### src/rtl/imem_bus_monitor_pkg.sv
// Shared types and helpers for the instruction-memory bus monitor.
package imem_bus_monitor_pkg;

  // Protocol tracker states: no request, request waiting for ready, protocol broken.
  typedef enum logic [1:0] {
    IDLE,
    BUSY,
    ERR
  } imem_mon_state_e;

  // Width of one tracked instruction parcel.
  localparam int PARCEL_W = 16;

  // Number of 16-bit parcels carried by one bus word.
  function automatic int parcels_per_word(input int xlen);
    return xlen / PARCEL_W;
  endfunction

endpackage

### src/rtl/imem_bus_monitor_if.sv
// Native valid/ready memory bus of the core, as seen by the monitor.
interface imem_bus_monitor_if #(
  parameter int XLEN = 32
);
  logic              mem_valid;
  logic              mem_instr;
  logic              mem_ready;
  logic [XLEN-1:0]   mem_addr;
  logic [XLEN/8-1:0] mem_wstrb;
  logic [XLEN-1:0]   mem_rdata;

  // Core side: issues requests, receives responses.
  modport master (
    output mem_valid, mem_instr, mem_addr, mem_wstrb,
    input  mem_ready, mem_rdata
  );

  // Memory side: accepts requests, returns responses.
  modport slave (
    input  mem_valid, mem_instr, mem_addr, mem_wstrb,
    output mem_ready, mem_rdata
  );

  // Passive observer: sees every bus signal, drives none.
  modport monitor (
    input mem_valid, mem_instr, mem_ready, mem_addr, mem_wstrb, mem_rdata
  );
endinterface

### src/rtl/imem_parcel_match.sv
// Checks one tracked (address, parcel) pair against a completing read word.
module imem_parcel_match
  import imem_bus_monitor_pkg::*;
#(
  parameter int XLEN = 32
) (
  input  logic                check_en,
  input  logic [XLEN-1:0]     addr,
  input  logic [XLEN-1:0]     rdata,
  input  logic [XLEN-1:0]     chk_addr,
  input  logic [PARCEL_W-1:0] chk_data,
  output logic                match_ok
);

  localparam int NPARCEL = parcels_per_word(XLEN);

  // Any parcel of the word landing on the tracked address must carry the tracked value.
  always_comb begin
    match_ok = 1'b1;
    for (int k = 0; k < NPARCEL; k++) begin
      if (check_en && ((addr + XLEN'(2 * k)) == chk_addr) &&
          (rdata[k*PARCEL_W +: PARCEL_W] != chk_data)) begin
        match_ok = 1'b0;
      end
    end
  end

endmodule

### src/rtl/imem_bus_monitor.sv
// Bus monitor: read-data consistency against tracked imem parcels, protocol
// stability, bounded-wait and fetch statistics.
// Optional write guard enabled by defining IMEM_BUS_MONITOR_WGUARD_EN.
module imem_bus_monitor
  import imem_bus_monitor_pkg::*;
#(
  parameter int XLEN     = 32,
  parameter int NCHAN    = 2,
  parameter int MAX_WAIT = 16,
  parameter int CNT_W    = 16,
  localparam int STALL_W = $clog2(MAX_WAIT + 1)
) (
  input  logic                      clk,
  input  logic                      resetn,
  input  logic                      enable,
  imem_bus_monitor_if.monitor       bus,
  input  logic [NCHAN-1:0]          chk_valid,
  input  logic [NCHAN*XLEN-1:0]     chk_addr,
  input  logic [NCHAN*PARCEL_W-1:0] chk_data,
  output logic                      rdata_ok,
  output logic                      fetch_done,
  output logic [STALL_W-1:0]        stall_cnt,
  output logic                      stall_err,
  output logic                      proto_err,
  output logic [CNT_W-1:0]          fetch_count
);

  localparam int NBYTE = XLEN / 8;

  imem_mon_state_e   state_q, state_d;
  logic [XLEN-1:0]   addr_q, addr_d;
  logic [NBYTE-1:0]  wstrb_q, wstrb_d;
  logic              instr_q, instr_d;
  logic              proto_err_q, proto_err_d;
  logic              stall_err_q, stall_err_d;
  logic [STALL_W-1:0] stall_cnt_q, stall_cnt_d;
  logic [CNT_W-1:0]  fetch_count_q, fetch_count_d;
  logic              fetch_done_q, fetch_done_d;

  logic              complete;
  logic              pending;
  logic              is_read;
  logic              check_base;
  logic [NCHAN-1:0]  match_ok;
  logic              wr_hit;
  logic              guard_trip;

  assign complete   = bus.mem_valid && bus.mem_ready;
  assign pending    = bus.mem_valid && !bus.mem_ready;
  assign is_read    = (bus.mem_wstrb == '0);
  assign check_base = resetn && enable && complete && is_read;

  for (genvar ch = 0; ch < NCHAN; ch++) begin : g_chan
    imem_parcel_match #(
      .XLEN(XLEN)
    ) u_match (
      .check_en (check_base && chk_valid[ch]),
      .addr     (bus.mem_addr),
      .rdata    (bus.mem_rdata),
      .chk_addr (chk_addr[ch*XLEN +: XLEN]),
      .chk_data (chk_data[ch*PARCEL_W +: PARCEL_W]),
      .match_ok (match_ok[ch])
    );
  end

  assign rdata_ok = &match_ok;

`ifdef IMEM_BUS_MONITOR_WGUARD_EN
  // Flag a write whose enabled byte lanes touch either byte of an active tracked parcel.
  always_comb begin
    wr_hit = 1'b0;
    for (int ch = 0; ch < NCHAN; ch++) begin
      for (int j = 0; j < NBYTE; j++) begin
        if (chk_valid[ch] && bus.mem_wstrb[j] &&
            (((bus.mem_addr + XLEN'(j)) == chk_addr[ch*XLEN +: XLEN]) ||
             ((bus.mem_addr + XLEN'(j)) == (chk_addr[ch*XLEN +: XLEN] + XLEN'(1))))) begin
          wr_hit = 1'b1;
        end
      end
    end
  end
`else
  assign wr_hit = 1'b0;
`endif

  assign guard_trip = complete && !is_read && wr_hit;

  // Protocol tracker: a pending request must stay asserted and stable until ready.
  always_comb begin
    state_d     = state_q;
    addr_d      = addr_q;
    wstrb_d     = wstrb_q;
    instr_d     = instr_q;
    proto_err_d = proto_err_q;
    if (enable) begin
      case (state_q)
        IDLE: begin
          if (pending) begin
            state_d = BUSY;
            addr_d  = bus.mem_addr;
            wstrb_d = bus.mem_wstrb;
            instr_d = bus.mem_instr;
          end
        end
        BUSY: begin
          if (!bus.mem_valid || (bus.mem_addr != addr_q) ||
              (bus.mem_wstrb != wstrb_q) || (bus.mem_instr != instr_q)) begin
            state_d     = ERR;
            proto_err_d = 1'b1;
          end else if (bus.mem_ready) begin
            state_d = IDLE;
          end
        end
        ERR: begin
          state_d = ERR;
        end
        default: begin
          state_d = IDLE;
        end
      endcase
      if (guard_trip) begin
        state_d     = ERR;
        proto_err_d = 1'b1;
      end
    end
  end

  // Wait counting and fetch statistics; the fetch pulse only reports enabled completions.
  always_comb begin
    stall_cnt_d   = stall_cnt_q;
    stall_err_d   = stall_err_q;
    fetch_count_d = fetch_count_q;
    fetch_done_d  = 1'b0;
    if (enable) begin
      if (pending) begin
        if (stall_cnt_q == STALL_W'(MAX_WAIT)) begin
          stall_err_d = 1'b1;
        end else begin
          stall_cnt_d = stall_cnt_q + STALL_W'(1);
        end
      end else begin
        stall_cnt_d = '0;
      end
      if (complete && bus.mem_instr && is_read) begin
        fetch_done_d = 1'b1;
        if (fetch_count_q != '1) begin
          fetch_count_d = fetch_count_q + CNT_W'(1);
        end
      end
    end
  end

  // State register with synchronous active-low reset.
  always_ff @(posedge clk) begin
    if (!resetn) begin
      state_q       <= IDLE;
      addr_q        <= '0;
      wstrb_q       <= '0;
      instr_q       <= 1'b0;
      proto_err_q   <= 1'b0;
      stall_err_q   <= 1'b0;
      stall_cnt_q   <= '0;
      fetch_count_q <= '0;
      fetch_done_q  <= 1'b0;
    end else begin
      state_q       <= state_d;
      addr_q        <= addr_d;
      wstrb_q       <= wstrb_d;
      instr_q       <= instr_d;
      proto_err_q   <= proto_err_d;
      stall_err_q   <= stall_err_d;
      stall_cnt_q   <= stall_cnt_d;
      fetch_count_q <= fetch_count_d;
      fetch_done_q  <= fetch_done_d;
    end
  end

  assign fetch_done  = fetch_done_q;
  assign stall_cnt   = stall_cnt_q;
  assign stall_err   = stall_err_q;
  assign proto_err   = proto_err_q;
  assign fetch_count = fetch_count_q;

endmodule

### src/flat_wrapper.sv
// flat-port wrapper written by rule: the top's interface ports become plain ports
module imem_bus_monitor_flat import imem_bus_monitor_pkg::*;
#(
  parameter int XLEN     = 32,
  parameter int NCHAN    = 2,
  parameter int MAX_WAIT = 16,
  parameter int CNT_W    = 16,
  localparam int STALL_W = $clog2(MAX_WAIT + 1)
)
  (clk, resetn, enable, chk_valid, chk_addr, chk_data, rdata_ok, fetch_done, stall_cnt, stall_err, proto_err, fetch_count, bus_mem_valid, bus_mem_instr, bus_mem_ready, bus_mem_addr, bus_mem_wstrb, bus_mem_rdata);
  imem_bus_monitor_if #(.XLEN(XLEN)) bus_i ();
  input  logic clk;
  input  logic resetn;
  input  logic enable;
  input  logic [NCHAN-1:0] chk_valid;
  input  logic [NCHAN*XLEN-1:0] chk_addr;
  input  logic [NCHAN*PARCEL_W-1:0] chk_data;
  output logic rdata_ok;
  output logic fetch_done;
  output logic [STALL_W-1:0] stall_cnt;
  output logic stall_err;
  output logic proto_err;
  output logic [CNT_W-1:0] fetch_count;
  input wire logic [$bits(bus_i.mem_valid)-1:0] bus_mem_valid;
  input wire logic [$bits(bus_i.mem_instr)-1:0] bus_mem_instr;
  input wire logic [$bits(bus_i.mem_ready)-1:0] bus_mem_ready;
  input wire logic [$bits(bus_i.mem_addr)-1:0] bus_mem_addr;
  input wire logic [$bits(bus_i.mem_wstrb)-1:0] bus_mem_wstrb;
  input wire logic [$bits(bus_i.mem_rdata)-1:0] bus_mem_rdata;
  assign bus_i.mem_valid = bus_mem_valid;
  assign bus_i.mem_instr = bus_mem_instr;
  assign bus_i.mem_ready = bus_mem_ready;
  assign bus_i.mem_addr = bus_mem_addr;
  assign bus_i.mem_wstrb = bus_mem_wstrb;
  assign bus_i.mem_rdata = bus_mem_rdata;
  imem_bus_monitor #(.XLEN(XLEN), .NCHAN(NCHAN), .MAX_WAIT(MAX_WAIT), .CNT_W(CNT_W)) u_core (.clk(clk), .resetn(resetn), .enable(enable), .bus(bus_i), .chk_valid(chk_valid), .chk_addr(chk_addr), .chk_data(chk_data), .rdata_ok(rdata_ok), .fetch_done(fetch_done), .stall_cnt(stall_cnt), .stall_err(stall_err), .proto_err(proto_err), .fetch_count(fetch_count));
endmodule
### config.mk
export PLATFORM = sky130hd
export DESIGN_NAME = imem_bus_monitor_flat
export DESIGN_NICKNAME = d
export VERILOG_FILES = /design/src/rtl/imem_bus_monitor_pkg.sv /design/src/rtl/imem_bus_monitor_if.sv /design/src/rtl/imem_parcel_match.sv /design/src/rtl/imem_bus_monitor.sv /design/src/flat_wrapper.sv
export SDC_FILE = /design/constraint.sdc
export NUM_CORES = 1
export LEC_CHECK = 0
export ABC_AREA = 1
export CORE_MARGIN = 8
export CORE_UTILIZATION = 45
export CTS_BUF_LIST = sky130_fd_sc_hd__clkbuf_2
export DETAILED_ROUTE_END_ITERATION = 10
export PLACE_DENSITY = 0.76
export SYNTH_ARGS = -nofsm -noshare
export SYNTH_HDL_FRONTEND = slang
export SYNTH_SLANG_ARGS = --single-unit
### constraint.sdc
create_clock -name clk -period 6 [get_ports clk]
set_input_delay 1.2 -clock clk [delete_from_list [all_inputs] [get_ports clk]]
set_output_delay 1.2 -clock clk [all_outputs]
set_load 0.1 [all_outputs]
Word level (Yosys, flattened, before mapping)
Cells that the tools add are included.
{ "totals": {"regBits": 63, "in_bits": 172, "output_inout_bits": 25} }
{ "classes": {"add_sub_neg": 3, "n_eq_ne": 18, "mux": 11, "reduce_logical": 32} }
{ "ops": {"columns": ["operator", "n"], "rows": [
  ["$eq A32 B32 Y1", 4],
  ["$ne A16 B16 Y1", 4],
  ["$add A32 B2 Y32 const B", 1],
  ["$ne A32 B32 Y1", 1],
  ["$logic_and A1 B1 Y1", 17],
  ["$add A16 B1 Y16 const B", 1],
  ["$ne A16 B16 Y1 const B", 1],
  ["$reduce_and A3 Y1", 5],
  ["$mux W5", 2],
  ["$mux W2", 3],
  ["$pmux W2 S3", 1],
  ["$reduce_and A2 Y1", 3],
  ["$add A5 B1 Y5 const B", 1],
  ["$eq A5 B5 Y1 const B", 1],
  ["$mux W1", 5],
  ["$logic_not A4 Y1", 1],
  ["$ne A4 B4 Y1", 1],
  ["$logic_or A1 B1 Y1", 3],
  ["$ne A3 B2 Y1 const B", 1],
  ["$eq A2 B1 Y1 const B", 1],
  ["$eq A2 B2 Y1 const B", 1],
  ["$logic_not A1 Y1", 2],
  ["$logic_not A2 Y1", 1],
  ["$ne A2 B1 Y1 const B", 1],
  ["2 further kinds", 2]
]} }

Logic depth before layout (Yosys ltp)
{ "logic_depth": {"word_depth": 9, "depth_mapped": 17, "ltp_nobuf": 17} }

Cells and area by module
Synthesis repeated with hierarchy kept, for this count alone.
{ "hier_totals": {"cells_unflattened": 1376, "hier_area_um2": 7548.5} }
{ "modules_own_cells": {"columns": ["module", "n_inst", "cells_each", "area_each_um2", "seq_area_each_um2"], "rows": [
  ["imem_parcel_match", 2, 439, 2127.0, 0.0],
  ["imem_bus_monitor", 1, 498, 3294.4, 1261.2]
]} }

Worst setup path before layout
OpenSTA, ideal clock, no wires.
{ "synth_timing": {"path_type": "input to output", "startpoint": "in bus_mem_addr[1]", "endpoint": "out rdata_ok", "t_arrival_ns": 3.684, "slack_ns": 1.116, "cell_stages": 12, "n_path_buf": 0, "cell_sequence": "ha_1 > inv_1 > nor2_8 > nand2_4 > nor2_8 > nand3_1 > nand2_1 > xor2_1 > nor2_1 > nand3_1 > nor2_1 > nor2_1"} }
{ "synth_via": {"elab_chain_len": 6, "word_cells_on_any_way": 18, "cone_classes": "add/sub (1); eq/ne (4); mux (4); reduce/logical (9)"} }
{ "synth_lines": {"columns": ["element", "line_no", "text"], "rows": [
  ["from (decl)", "flat_wrapper.sv:27", "input wire logic [$bits(bus_i.mem_addr)-1:0] bus_mem_addr;"],
  ["$add A32 B2 Y32 or $eq A32 B32 Y1 (tied branches)", "imem_parcel_match.sv:21", "if (check_en && ((addr + XLEN'(2 * k)) == chk_addr) &&"],
  ["$eq A32 B32 Y1 or $logic_and A1 B1 Y1 (tied branches)", "imem_parcel_match.sv:21", null],
  ["$logic_and A1 B1 Y1", "imem_parcel_match.sv:21", null],
  ["$logic_and A1 B1 Y1 or $mux W1 (tied branches)", "imem_parcel_match.sv:21", null],
  ["$mux W1", "imem_parcel_match.sv:21", null],
  ["$reduce_and A2 Y1 (*)", "imem_bus_monitor.sv:66", "assign rdata_ok = &match_ok;"],
  ["to (decl)", "flat_wrapper.sv:18", "output logic rdata_ok;"]
]} }
Every way passes the cells marked *; elsewhere a longest branch is shown, timed or not.

Final worst setup path
{ "layout_timing": {"startpoint": "in bus_mem_addr[2]", "endpoint": "out rdata_ok"} }
The elaborated chain is that of the path after synthesis.

==> impl_metrics.sql <==
INSERT INTO impl_metrics (metric_group, metric, value, unit) VALUES
('outcome', 'status', 'complete, no violations', ''),
('yosys', 'yosysTopAreaCell', 'sky130_fd_sc_hd__dfxtp_1', ''),
('drt', 'drc_viols', '0', ''),
('floorplan', 'fp.dieH', '139', 'um'),
('yosys', 'ys_seq_area_frac', '0.185', ''),
('hold_path', 'min-delay-start', 'u_core.proto_err', ''),
('power_and_ir_drop', 'power.switching_fraction', '0.351', ''),
('grt', 'grt_most_used_layer', 'met2', ''),
('yosys', 'post_synthesis_share_of_cell_area_spent_on_and_or_nand_and_nor_gates', '0.408', ''),
('drt', 'drtAntennaViolNets', '0', ''),
('worst_setup_path', 'worst_path_dominant_cell_family', 'simple AND/OR/NAND/NOR gates', ''),
('yosys', 'synth_top_flop_cell', 'sky130_fd_sc_hd__dfxtp_1', ''),
('worst_setup_path', 'worst_r2r_startpoint', 'u_core.state_q[0]', ''),
('clocking', 'clk_latency', '0.51', 'ns'),
('yosys', 'synth-adder-area-share', '0.00733', ''),
('grt', 'groute.layer.met2.usage', '0.460', ''),
('yosys', 'ys_seq_elements', '63', ''),
('power_and_ir_drop', 'peak_vdd_ir', '0.117', 'mV'),
('grt', 'grtUsageTotal', '0.260', ''),
('hold_path', 'worst_hold_path_type', 'reg2reg', ''),
('timing', 'final.setup.tns', '0', 'ns'),
('yosys', 'synth_async_sr_flop_share', '0', ''),
('yosys', 'synth_top_area_share', '0.185', ''),
('worst_setup_path', 'critPathLaunchType', 'input port', ''),
('yosys', 'post-synth-top-count-cell', 'sky130_fd_sc_hd__nand2_1', ''),
('timing', 'final.period_utilization', '0.852', ''),
('worst_setup_path', 'required_arrival_time_at_the_worst_endpoint', '4.80', 'ns'),
('worst_setup_path', 'cpMaxStageDelayCell', 'sky130_fd_sc_hd__clkdlybuf4s50_1', ''),
('yosys', 'synth_compound_gate_area_share', '0.115', ''),
('timing', 'maxSlewViolCount', '0', ''),
('power_and_ir_drop', 'static-leakage-power', '0.00383', 'uW'),
('floorplan', 'top_ports', '197', ''),
('floorplan', 'floorplan.core_area', '15000', 'um2'),
('worst_setup_path', 'timing.reg2reg.setup_slack', '3.97', 'ns'),
('yosys', 'synthCells', '1143', ''),
('floorplan', 'start_util', '0.454', ''),
('yosys', 'yosys-top-cells-area', 'sky130_fd_sc_hd__dfxtp_1, sky130_fd_sc_hd__nand2_1, sky130_fd_sc_hd__xnor2_1, sky130_fd_sc_hd__nor2_1, sky130_fd_sc_hd__inv_1', ''),
('power_and_ir_drop', 'power_share_of_the_combinational_group', '0.393', ''),
('drt', 'routed_wl', '25800', 'um'),
('grt', 'globalRoute.totalOverflow', '0', ''),
('yosys', 'synth_warnings', '0', ''),
('clocking', 'path_clk_slew', '0.18', 'ns'),
('yosys', 'syn-mean-instance-area', '5.97', 'um2'),
('timing', 'hold_violations', '0', ''),
('yosys', 'yosys.cell_types.count', '46', ''),
('worst_setup_path', 'critical_path_type', 'in2out', ''),
('hold_path', 'worstHoldPathCells', '2', ''),
('yosys', 'ys_top_cells_by_count', 'sky130_fd_sc_hd__nand2_1, sky130_fd_sc_hd__nor2_1, sky130_fd_sc_hd__inv_1', ''),
('worst_setup_path', 'cp_slowest_stage_delay', '0.67', 'ns'),
('power_and_ir_drop', 'p_int', '787', 'uW'),
('placement', 'place_hpwl', '21500', 'um'),
('drt', 'first_iter_violations', '644', ''),
('clocking', 'tritoncts_clock_tree', 'done', ''),
('grt', 'pin_count_of_the_biggest_net_entering_global_routing', '50', ''),
('drt', 'avgViaCountPerCell', '5.21', ''),
('power_and_ir_drop', 'power_per_cell_area', '135', 'nW/um2'),
('placement', 'dp_cells', '1494', ''),
('yosys', 'synth_enable_flop_cells', '0', ''),
('power_and_ir_drop', 'power.net_switching', '426', 'uW'),
('worst_setup_path', 'crit_path_cell_trace', 'clkdlybuf4s50_1, ha_1, inv_1, nor2_8, nand2_4, nand2_1, o21ai_0, nor2_1, nand3_1, nor2_1, nand2_1, nor2_1, nand3_1, nor2_1, nor2_1, buf_4', ''),
('worst_setup_path', 'cp.buffers_inverters', '3', ''),
('hold_path', 'whs_endpoint', 'u_core.proto_err', ''),
('yosys', 'syn-num-nets', '1319', ''),
('layout', 'drive_gt1_frac', '0.0446', ''),
('timing', 'relSlewSlack', '0.335', ''),
('floorplan', 'die_width', '139', 'um'),
('clocking', 'number_of_h_tree_branching_levels', '3', ''),
('drt', 'dr_total_vias', '7869', ''),
('grt', 'met3_usage', '0.0365', ''),
('timing', 'worstMarginPinSlew', '0.995', 'ns'),
('timing', 'setup_viol_count_final', '0', '');
per-layer routing:
layer,share of wire,wire length [um],up-vias
li1,-,-,3976
met5,0,0,-
met3,0.067,1730,55
met2,0.48,12400,302
met4,0.030,778,0
met1,0.42,10900,3536
layout by cell type, fill, tap and decap left out, types with 43 or more instances in the layout:
cell and n:
sky130_fd_sc_hd__xor2_1 58, sky130_fd_sc_hd__a21oi_1 57, sky130_fd_sc_hd__inv_1 144, sky130_fd_sc_hd__nor2_1 166, sky130_fd_sc_hd__dfxtp_1 63, sky130_fd_sc_hd__nand2_1 286, sky130_fd_sc_hd__xnor2_1 73, sky130_fd_sc_hd__clkdlybuf4s50_1 195
sky130_fd_sc_hd__nand3_1 43, sky130_fd_sc_hd__o21ai_0 66
cell families after synthesis:
family	Yosys count
simple gates	614
flops	63
buf+inv	182
fa+ha+maj	4
compound gates	146
xor+xnor	134
registers in the layout, indices dropped and copies added, names as in the netlist:
name,count
u_core.stall_cnt,5
u_core.fetch_count,16
u_core.addr_q,32
u_core.proto_err,1
u_core.instr_q,1
u_core.fetch_done,1
u_core.stall_err,1
u_core.state_q,2
u_core.wstrb_q,4
how the worst max path moves through the flow:
stage / startpoint / end / slack (ns) / cells after the start
after floorplan: bus_mem_addr[1] / rdata_ok / 1.12 / 12
after global placement: bus_mem_addr[2] / rdata_ok / 0.98 / 16
after detailed placement: bus_mem_addr[2] / rdata_ok / 0.93 / 16
after CTS: bus_mem_addr[2] / rdata_ok / 0.92 / 16
after global routing: bus_mem_addr[2] / rdata_ok / 0.62 / 16
final: bus_mem_addr[2] / rdata_ok / 0.89 / 16
metrics by stage:
| stage | hold slack [ns] | power, uW | worst slack, ns | utilization |
|---|---|---|---|---|
| floorplan | 0.442 | 712 | 1.12 | - |
| global placement | 0.440 | 918 | 0.983 | 0.590 |
| detailed placement | 0.442 | 920 | 0.930 | 0.590 |
| CTS | 0.466 | 1210 | 0.920 | 0.598 |
| global route | 0.496 | 1280 | 0.622 | 0.599 |
| finish | 0.467 | 1210 | 0.890 | 0.599 |
power by group through the flow:
stage	Clock (uW)	Sequential, uW	Combinational (uW)
floorplan	0	458	254
global placement	0	451	467
detailed placement	0	452	468
CTS	297	443	472
global route	315	445	520
finish	293	443	477
cell type report:
cell class	count	share of cell area
diodes	1	0.000278
clock buffers	9	0.00501
clock inverters	7	0.00973
inverters	146	0.0609
multi-input cells	898	0.537
flip-flops and latches	63	0.140
well taps	188	0.0261
repair buffers	199	0.220
tightest hold or removal path, delay by kind of cell (launching register included):
family	cells	cell delay, ns
AOI/OAI and AO/OA	1	0.05
buffers and inverters	1	0.05
DFF	1	0.35
Power figures use the tool's default switching activity.
